**src/rtl/egg_timer_countdown_ctrl.sv**
```systemverilog
// Egg timer MM:SS BCD countdown sequencer: load, run, pause/resume, 1 Hz decrement with borrow,
// expiry detection and a timed, blinking alarm.
module egg_timer_countdown_ctrl #(
    parameter int unsigned ALARM_SECS   = 10,
    parameter logic [3:0]  MAX_MIN_TENS = 4'd9
) (
    input  logic       i_clk,
    input  logic       i_reset,
    input  logic       i_tick_1hz,
    input  logic       i_start_pause,
    input  logic       i_clear,
    input  logic       i_load,
    input  logic [3:0] i_load_min_tens,
    input  logic [3:0] i_load_min_ones,
    input  logic [3:0] i_load_sec_tens,
    input  logic [3:0] i_load_sec_ones,
    output logic [3:0] o_min_tens,
    output logic [3:0] o_min_ones,
    output logic [3:0] o_sec_tens,
    output logic [3:0] o_sec_ones,
    output logic       o_running,
    output logic       o_paused,
    output logic       o_done,
    output logic       o_alarm,
    output logic [2:0] o_state
);

    // state   | meaning
    // IDLE    | stopped, waiting for load / start
    // RUNNING | counting down once per tick
    // PAUSED  | count frozen, ticks ignored
    // ALARM   | count expired, alarm blinking for ALARM_SECS ticks
    localparam logic [2:0] S_IDLE  = 3'd0;
    localparam logic [2:0] S_RUN   = 3'd1;
    localparam logic [2:0] S_PAUSE = 3'd2;
    localparam logic [2:0] S_ALARM = 3'd3;
    localparam logic [7:0] ALARM_LAST = 8'(ALARM_SECS - 1);

    logic [2:0] r_state, w_state_nxt;
    logic [3:0] r_min_tens, r_min_ones, r_sec_tens, r_sec_ones;
    logic [7:0] r_alarm_cnt;
    logic       r_alarm, r_done;
    logic       w_is_zero, w_is_one, w_load_ok, w_dec, w_expire;

    function automatic logic [3:0] sat(input logic [3:0] d, input logic [3:0] mx);
        return (d > mx) ? mx : d;
    endfunction

    assign w_is_zero = ({r_min_tens, r_min_ones, r_sec_tens, r_sec_ones} == 16'h0000);
    assign w_is_one  = ({r_min_tens, r_min_ones, r_sec_tens, r_sec_ones} == 16'h0001);
    assign w_load_ok = i_load && (r_state == S_IDLE || r_state == S_PAUSE);
    // Pause beats a coincident tick; a zero count is never decremented.
    assign w_dec     = (r_state == S_RUN) && i_tick_1hz && !i_start_pause && !i_clear && !w_is_zero;

    always_ff @(posedge i_clk) begin
        if (i_reset) r_state <= S_IDLE;
        else         r_state <= w_state_nxt;
    end

    always_comb begin
        w_state_nxt = r_state;
        w_expire    = 1'b0;
        if (i_clear) begin
            w_state_nxt = S_IDLE;
        end else if (!w_load_ok) begin
            case (r_state)
                S_IDLE:  if (i_start_pause && !w_is_zero) w_state_nxt = S_RUN;
                S_RUN: begin
                    if (i_start_pause) begin
                        w_state_nxt = S_PAUSE;
                    end else if (i_tick_1hz && w_is_one) begin
                        w_state_nxt = S_ALARM;
                        w_expire    = 1'b1;
                    end
                end
                S_PAUSE: if (i_start_pause) w_state_nxt = w_is_zero ? S_IDLE : S_RUN;
                S_ALARM: begin
                    if (i_start_pause || (i_tick_1hz && r_alarm_cnt == ALARM_LAST))
                        w_state_nxt = S_IDLE;
                end
                default: w_state_nxt = S_IDLE;
            endcase
        end
    end

    always_ff @(posedge i_clk) begin
        if (i_reset || i_clear) begin
            r_min_tens <= 4'd0;
            r_min_ones <= 4'd0;
            r_sec_tens <= 4'd0;
            r_sec_ones <= 4'd0;
        end else if (w_load_ok) begin
            r_min_tens <= sat(i_load_min_tens, MAX_MIN_TENS);
            r_min_ones <= sat(i_load_min_ones, 4'd9);
            r_sec_tens <= sat(i_load_sec_tens, 4'd5);
            r_sec_ones <= sat(i_load_sec_ones, 4'd9);
        end else if (w_dec) begin
            if (r_sec_ones != 4'd0) begin
                r_sec_ones <= r_sec_ones - 4'd1;
            end else begin
                r_sec_ones <= 4'd9;
                if (r_sec_tens != 4'd0) begin
                    r_sec_tens <= r_sec_tens - 4'd1;
                end else begin
                    r_sec_tens <= 4'd5;
                    if (r_min_ones != 4'd0) begin
                        r_min_ones <= r_min_ones - 4'd1;
                    end else begin
                        r_min_ones <= 4'd9;
                        r_min_tens <= r_min_tens - 4'd1;
                    end
                end
            end
        end
    end

    always_ff @(posedge i_clk) begin
        if (i_reset || i_clear) begin
            r_alarm_cnt <= 8'd0;
            r_alarm     <= 1'b0;
            r_done      <= 1'b0;
        end else begin
            r_done <= w_expire;
            if (w_expire) begin
                r_alarm     <= 1'b1;
                r_alarm_cnt <= 8'd0;
            end else if (r_state == S_ALARM) begin
                if (w_state_nxt != S_ALARM) begin
                    r_alarm     <= 1'b0;
                    r_alarm_cnt <= 8'd0;
                end else if (i_tick_1hz) begin
                    r_alarm     <= ~r_alarm;
                    r_alarm_cnt <= r_alarm_cnt + 8'd1;
                end
            end
        end
    end

    always_comb begin
        o_state    = r_state;
        o_running  = (r_state == S_RUN);
        o_paused   = (r_state == S_PAUSE);
        o_done     = r_done;
        o_alarm    = r_alarm;
        o_min_tens = r_min_tens;
        o_min_ones = r_min_ones;
        o_sec_tens = r_sec_tens;
        o_sec_ones = r_sec_ones;
    end

endmodule

```
**config.mk**
```make
export PLATFORM = sky130hd
export DESIGN_NAME = egg_timer_countdown_ctrl
export DESIGN_NICKNAME = d
export VERILOG_FILES = /design/src/rtl/egg_timer_countdown_ctrl.sv
export SDC_FILE = /design/constraint.sdc
export NUM_CORES = 1
export LEC_CHECK = 0
export ABC_AREA = 1
export BUFFER_PORTS_ARGS = -buffer_cell sky130_fd_sc_hd__buf_2
export CAP_MARGIN = 20
export CORE_MARGIN = 4
export CORE_UTILIZATION = 29
export CTS_CLUSTER_SIZE = 28
export DETAILED_ROUTE_END_ITERATION = 8
export PLACE_DENSITY = 0.49
export SETUP_SLACK_MARGIN = 0.02
export SLEW_MARGIN = 30
export SYNTH_ARGS = -nofsm -noshare
export SYNTH_HDL_FRONTEND = slang
export SYNTH_SLANG_ARGS = --single-unit
```
**constraint.sdc**
```tcl
create_clock -name i_clk -period 1.9 [get_ports i_clk]
set_input_delay 0 -clock i_clk [delete_from_list [all_inputs] [get_ports i_clk]]
set_output_delay 0 -clock i_clk [all_outputs]
set_load 0.05 [all_outputs]
```
==> out/qor.yml, run 1 <==
hp-class: "in -> reg"
cts_root_buffer: "clkbuf_8"
end_kind: "register"
ys_top_cells_by_count: "41 x nand2_1, 39 x nor2_1, 35 x inv_1"
rr_endpoint: "r_alarm_cnt[0]"
reg2reg_slack_ps: 190
status: "finished, final reports clean"
wirelength_um: 4750
routed_wire_length_per_instance_um: 11.6
overflow: 0
syn_avg_cell_area_um2: 6.74
min_path_cells: 4
maxClockFrequency_ghz: 0.583
synth_edf_count: 0
worstReg2RegStart: "o_min_tens[1]"
via_per_inst: 4.58
pin_count: 45
yosysMostFrequentCell: "nand2_1"
async_flop_share: 0
drc: 0
whs_endpoint: "o_min_ones[1]"
seq_area_um2: 589
dieArea_um2: 7760
syn_nets: 302
multi_input_area_um2: 1110
clk_latency_ps: 270
cts_buffers: 5
grt_pass1_wl_um: 8270
synth-seq-cells: 29
fp.dieH_um: 88.1
tns_ps: 0
rsz0062_at_grt: "no"
layout-drive-gt1-share: 0.297
worstSetupPathType: "reg -> reg"
clock_skew_ps: 4.07
finalPower_mw: 1.40
grt_pass1_vias: 1816
fillCellCount: 665
cts.sinks: 29
fp.dieW_um: 88.1
ys_types: 36
cp_max_fo: 5
htree_num_levels: 2
leakagePower_nw: 1.11
rr_worst_depth: 13
rows: 28
critPathRequiredTime_ps: 2110
layout.nets: 358
grt.total_usage: 0.134
syn_inst: 276
hp-start: "i_load_min_ones[3]"
worst_setup_path_start_kind: "register"
ir_worst_vdd_uv: 353
syn_area_um2: 1860
synth_xor_area_frac: 0.0330
powerDensity_nw_per_um2: 601
synth_fa_ha_area_frac: 0.0269
finalCritPeriodShare: 0.902
final_max_slew_viol_count: 0
clockBufferDepth: 2
grt_max_degree: 13
yosysTopAreaCell: "dfxtp_1"
first_pass_iters: 4
ys_seq_area_frac: 0.312
drv_cap: 0
initialDrtViolationCount: 83
syn_to_final_growth_pct: 25.4
initial_core_util: 0.307
synth_mux_area_frac: 0
design.core.area_um2: 6060
globalplace.congestion: 0.803
synthTopCellsByArea: "dfxtp_1 31%, nand2_1 8.3%, nor2_1 7.9%"
yosys.area_share.simple: 0.362
cts_tree: "yes"
synth_top_family_by_area: "simple AND/OR/NAND/NOR gates"
num_vias: 1867
dpl.hpwl_um: 3810
finalSetupViolCount: 0
antenna_found_initial: 0
synth-warning-count: 0
synth_top_area_frac: 0.312
clk_pin_slew_worst_paths_ps: 70
io_buffers: 44
synth-main-ff-cell: "dfxtp_1"
worstPathArrival_ps: 1920
ant_nets: 0
final-hold-violation-count: 0
diodes: 0
synth_compound_area_frac: 0.163
finalCriticalPeriod_ps: 1710
==> area by class of cell <==
cell class | instances | area share
clock buffer | 8 | 0.0343
inverter | 45 | 0.0724
multi-input combinational | 198 | 0.475
sequential | 29 | 0.253
tap | 75 | 0.0402
timing repair buffer | 53 | 0.125
==> power by group <==
group / internal, mW / switching (mW)
Clock: 0.260 / 0.233
Combinational: 0.0897 / 0.184
Sequential: 0.621 / 0.0148
==> worst max-delay path by stage <==
stage             startpoint              to  slack, ps
2_1_floorplan     o_state[1]  r_alarm_cnt[4]         20
3_3_place_gp   o_min_tens[0]  r_alarm_cnt[7]        140
3_5_place_dp   o_min_tens[0]  r_alarm_cnt[6]        130
4_1_cts        o_min_tens[0]         o_alarm        120
5_1_grt        o_min_tens[1]  r_alarm_cnt[0]         20
6_report       o_min_tens[1]  r_alarm_cnt[0]        190
==> routing by layer <==
layer  track usage  vias to the layer above  share of wire
met4        0.0316                        0         0.0061
li1              -                     1008              -
met5             0                        -              0
met3        0.0310                        2          0.047
met2         0.232                       28           0.48
met1         0.169                      829           0.47
==> critical path, cell delays in order (launching register included) <==
cell	delay [ps]
dfxtp_2	320
inv_1	100
ha_1	160
nand2_1	80
nor2_4	150
nand3_1	90
nand2_1	60
nand2_1	60
nand3_2	110
nand4_4	140
buf_4	180
nand3_1	60
nand2_1	50
a21oi_1	100
==> metrics by stage <==
step                cells   util  instance area [um^2]  hold WS, ps  setup slack [ps]
finish                408  0.385                  2330         40.1               186
global route          408  0.385                  2330         62.2              22.1
CTS                   407  0.383                  2320         24.6               118
detailed placement    397  0.366                  2220          210               128
global placement      397  0.366                  2220          216               141
floorplan             276      -                  1880         62.7              23.7
==> timing repair <==
action / 4_1_cts / 5_1_grt
hold buffers: 2 / 0
gates resized for setup: 0 / 2
endpoints found under the setup margin: 0 / 10
setup buffers: 0 / 1
hold endpoints to repair: 4 / 0
==> state kept, by name, summed over array words and instances (netlist names) <==
| signal | flops |
|---|---|
| o_alarm | 1 |
| r_alarm_cnt | 8 |
| o_done | 1 |
| o_sec_tens | 4 |
| o_min_ones | 4 |
| o_state | 3 |
| o_sec_ones | 4 |
| o_min_tens | 4 |
==> layout by cell type, fill, tap and decap left out, types with 2 or more instances in the layout <==
| cell type | instances |
|---|---|
| o211ai_1 | 2 |
| a211oi_1 | 4 |
| nand2_1 | 41 |
| inv_1 | 34 |
| ha_1 | 4 |
| a31oi_1 | 5 |
| dlygate4sd3_1 | 2 |
| o21ai_1 | 3 |
| buf_4 | 7 |
| a21oi_1 | 13 |
| nand2_4 | 3 |
| nor2_2 | 5 |
| dfxtp_2 | 4 |
| o21ai_0 | 16 |
| clkbuf_8 | 5 |
| buf_2 | 44 |
| nand3_1 | 25 |
| xor2_1 | 6 |
| inv_2 | 11 |
| nand2_2 | 6 |
| nor3_1 | 4 |
| dfxtp_1 | 24 |
| nor2_1 | 39 |
| nand3_2 | 3 |
| nor2_4 | 4 |
| clkbuf_1 | 3 |
==> kinds of logic (layout without fill, tap and decap cells) <==
logic type               count (synthesis)  count (layout)
other                                    1               1
AND/OR/NAND/NOR                        136             136
flip-flops                              29              29
AO/OA/AOI/OAI                           50              50
XOR/XNOR                                 7               7
adder cells (fa/ha/maj)                  4               4
buffers and inverters                   49             106
Power figures use the tool's default switching activity.
==> run 2, diff against run 1 <==
--- a/config.mk
+++ b/config.mk
@@ -5,7 +5,6 @@
 export SDC_FILE = /design/constraint.sdc
 export NUM_CORES = 1
 export LEC_CHECK = 0
-export ABC_AREA = 1
 export BUFFER_PORTS_ARGS = -buffer_cell sky130_fd_sc_hd__buf_2
 export CAP_MARGIN = 20
 export CORE_MARGIN = 4
==> out/qor.yml, run 2 <==
status: "finished, final reports clean"  # unchanged
initial_core_util: 0.301  # was 0.307
pin_count: 45  # unchanged
yosysTopAreaCell: "dfxtp_1"  # unchanged
synth-main-ff-cell: "dfxtp_1"  # unchanged
final-hold-violation-count: 0  # unchanged
rows: 28  # unchanged
routed_wire_length_per_instance_um: 14.1  # was 11.6 um
critPathLaunch: "r_alarm_cnt[2]"  # was o_min_tens[1]
syn_nets: 252  # was 302
final_core_util: 0.436  # was 0.385
sequentialPowerShare: 0.447  # was 0.453
antenna_found_initial: 0  # unchanged
crit_end: "o_alarm"  # was r_alarm_cnt[0]
syn_to_final_growth_pct: 45.0  # was 25.4%
synth-seq-cells: 29  # unchanged
syn_inst: 226  # was 276
globalplace.congestion: 0.775  # was 0.803
clock_skew_ps: 8.47  # was 4.07 ps
via_per_inst: 5.08  # was 4.58
top_register: "r_alarm_cnt"  # unchanged
comb_power_share: 0.178  # was 0.195
async_flop_share: 0  # unchanged
end_kind: "register"  # unchanged
initialDrtViolationCount: 96  # was 83
yosysMostFrequentCell: "dfxtp_1"  # was nand2_1
fp.dieH_um: 86.6  # was 88.1 um
layout.nets: 329  # was 358
finalCritPeriodShare: 0.994  # was 0.902
worstSetupPathType: "reg -> reg"  # unchanged
powerDensity_nw_per_um2: 539  # was 601 nW/um^2
htree_num_levels: 2  # unchanged
grt_pass1_vias: 1731  # was 1,816
ir_worst_vdd_uv: 249  # was 353 uV
layout-drive-gt1-share: 0.391  # was 0.297
worst_setup_path_start_kind: "register"  # unchanged
grt_pass1_wl_um: 8650  # was 8270 um
p_clk_frac: 0.375  # was 0.352
io_buffers: 44  # unchanged
hp-start: "i_load_sec_tens[1]"  # was i_load_min_ones[3]
cts.sinks: 29  # unchanged
clk_latency_ps: 280  # was 270 ps
wirelength_um: 5330  # was 4750 um
fp.dieW_um: 86.6  # was 88.1 um
syn_area_um2: 1790  # was 1860 um^2
synth_compound_area_frac: 0.217  # was 0.163
yosys.area_share.simple: 0.340  # was 0.362
leakagePower_nw: 1.08  # was 1.11 nW
ys_top_cells_by_count: "29 x dfxtp_1, 26 x nand2_1, 20 x nor2_1"  # was 41 x nand2_1, 39 x nor2_1, 35 x inv_1
syn_avg_cell_area_um2: 7.92  # was 6.74 um^2
synthTopCellsByArea: "dfxtp_1 32%, nand2_1 5.5%, o211ai_1 5.0%"  # was dfxtp_1 31%, nand2_1 8.3%, nor2_1 7.9%
ant_nets: 0  # unchanged
netSwitchingPower_mw: 0.387  # was 0.432 mW
finalSetupViolCount: 0  # unchanged
dieArea_um2: 7500  # was 7760 um^2
p_int_mw: 1.01  # was 0.970 mW
final_cell_count_no_fill: 379  # was 408
num_vias: 1924  # was 1,867
synth_top_area_frac: 0.324  # was 0.312
synth_xor_area_frac: 0.0294  # was 0.0330
dpl.hpwl_um: 4020  # was 3810 um
maxClockFrequency_ghz: 0.529  # was 0.583 GHz
diodes: 0  # unchanged
synth_top_family_by_area: "simple AND/OR/NAND/NOR gates"  # unchanged
final_max_slew_viol_count: 0  # unchanged
rr_endpoint: "o_alarm"  # was r_alarm_cnt[0]
grt_max_degree: 16  # was 13
rr_worst_depth: 5  # was 13
drc: 0  # unchanged
hp-class: "in -> reg"  # unchanged
largest_register_ffs: 8  # unchanged
synth_edf_count: 0  # unchanged
first_pass_iters: 4  # unchanged
grt.total_usage: 0.147  # was 0.134
cts_root_buffer: "clkbuf_8"  # unchanged
ys_types: 52  # was 36
synth_mux_area_frac: 0.0231  # was 0
ys_seq_area_frac: 0.324  # was 0.312
drv_cap: 0  # unchanged
swShare: 0.276  # was 0.308
cp_max_fo: 3  # was 5
worstPathArrival_ps: 2060  # was 1920 ps
synth_fa_ha_area_frac: 0.0280  # was 0.0269
cts_tree: "yes"  # unchanged
finalCriticalPeriod_ps: 1890  # was 1710 ps
reg2reg_slack_ps: 10  # was 190 ps
design.core.area_um2: 5960  # was 6060 um^2
clk_pin_slew_worst_paths_ps: 70  # about the same
cts_buffers: 5  # unchanged
rsz0062_at_grt: "yes"  # was no
layout_common_cells: "44 x buf_2, 31 x buf_4, 26 x nand2_1"  # was 44 x buf_2, 41 x nand2_1, 39 x nor2_1
critPathRequiredTime_ps: 2070  # was 2110 ps
final_common_cell: "buf_2"  # unchanged
synth-warning-count: 0  # unchanged
overflow: 0  # unchanged
place_inst: 364  # was 397
worstReg2RegStart: "r_alarm_cnt[2]"  # was o_min_tens[1]
clockBufferDepth: 2  # unchanged
run 2: cell types whose count changed in the layout (fill, tap and decap cells not counted), moves of 7 or more:
cell	before	now
inv_1	34	3
buf_4	7	31
nand3_1	25	4
nor2_1	39	20
nand2_1	41	26
dfxtp_1	24	14
o211ai_1	2	12
inv_2	11	2
nand4_1	1	8
run 2: power by group through the flow:
stage          Combinational (mW)  Clock (mW)  Sequential (mW)
4_1_cts                     0.241       0.542            0.625
3_3_place_gp                0.229           0            0.638
3_5_place_dp                0.228           0            0.638
6_report                    0.249       0.525            0.625
5_1_grt                     0.272       0.568            0.627
2_1_floorplan              0.0985           0            0.673
run 2: kinds of logic (layout without fill, tap and decap cells):
| group | after synthesis | count (layout) |
|---|---|---|
| adder cells (fa/ha/maj) | 4 | 4 |
| AND/OR/NAND/NOR | 108 | 108 |
| other | 1 | 1 |
| multiplexers | 4 | 4 |
| XOR/XNOR | 6 | 6 |
| buffers and inverters | 17 | 95 |
| flip-flops | 29 | 29 |
| AO/OA/AOI/OAI | 57 | 57 |
run 2: how the worst min path moves through the flow:
stage                          to  slack [ps]  cells past startpoint
floorplan              o_state[1]          60                      1
global placement       o_state[1]         210                      2
detailed placement     o_state[1]         220                      2
CTS                 o_sec_tens[1]           2                      3
global route        o_sec_tens[1]          30                      3
finish              o_sec_tens[1]          10                      3
run 2: worst max-delay path: stages, from the launching register on:
cell,delay [ps]
dfxtp_2,320
or4b_4,550
nor4_4,270
a2111oi_4,150
o221a_1,280
a211o_1,220
run 2: routing by layer:
metal / share of wire / vias up / global-route usage
li1: - / 990 / -
met1: 0.48 / 891 / 0.203
met3: 0.046 / 5 / 0.0380
met2: 0.46 / 38 / 0.223
met5: 0 / - / 0
met4: 0.011 / 0 / 0.0453
run 2: final cells by class:
cell class                 instances  area, um^2
tap                               75        93.8
timing repair buffer              82         536
sequential                        29         617
clock buffer                       8        90.1
inverter                           5        18.8
multi-input combinational        180        1240
fill                             610        3360
run 2: through the flow:
| step | power, mW | hold slack, ps | TNS [ps] | setup slack [ps] | instance area, um^2 |
|---|---|---|---|---|---|
| floorplan | 0.771 | 65.0 | -516 | -74.0 | 1870 |
| global placement | 0.867 | 207 | -7.07 | -7.07 | 2380 |
| detailed placement | 0.867 | 216 | -79.6 | -17.1 | 2380 |
| CTS | 1.41 | 2.17 | 0 | 26.4 | 2540 |
| global route | 1.47 | 29.3 | -362 | -70.7 | 2600 |
| finish | 1.40 | 13.9 | 0 | 11.3 | 2600 |
run 2: repair_timing:
action	4_1_cts	5_1_grt
gates resized for setup	2	12
hold endpoints to repair	5	0
pin swaps	1	9
buffers inserted	1	3
hold buffers	4	0
setup endpoints to repair	10	16
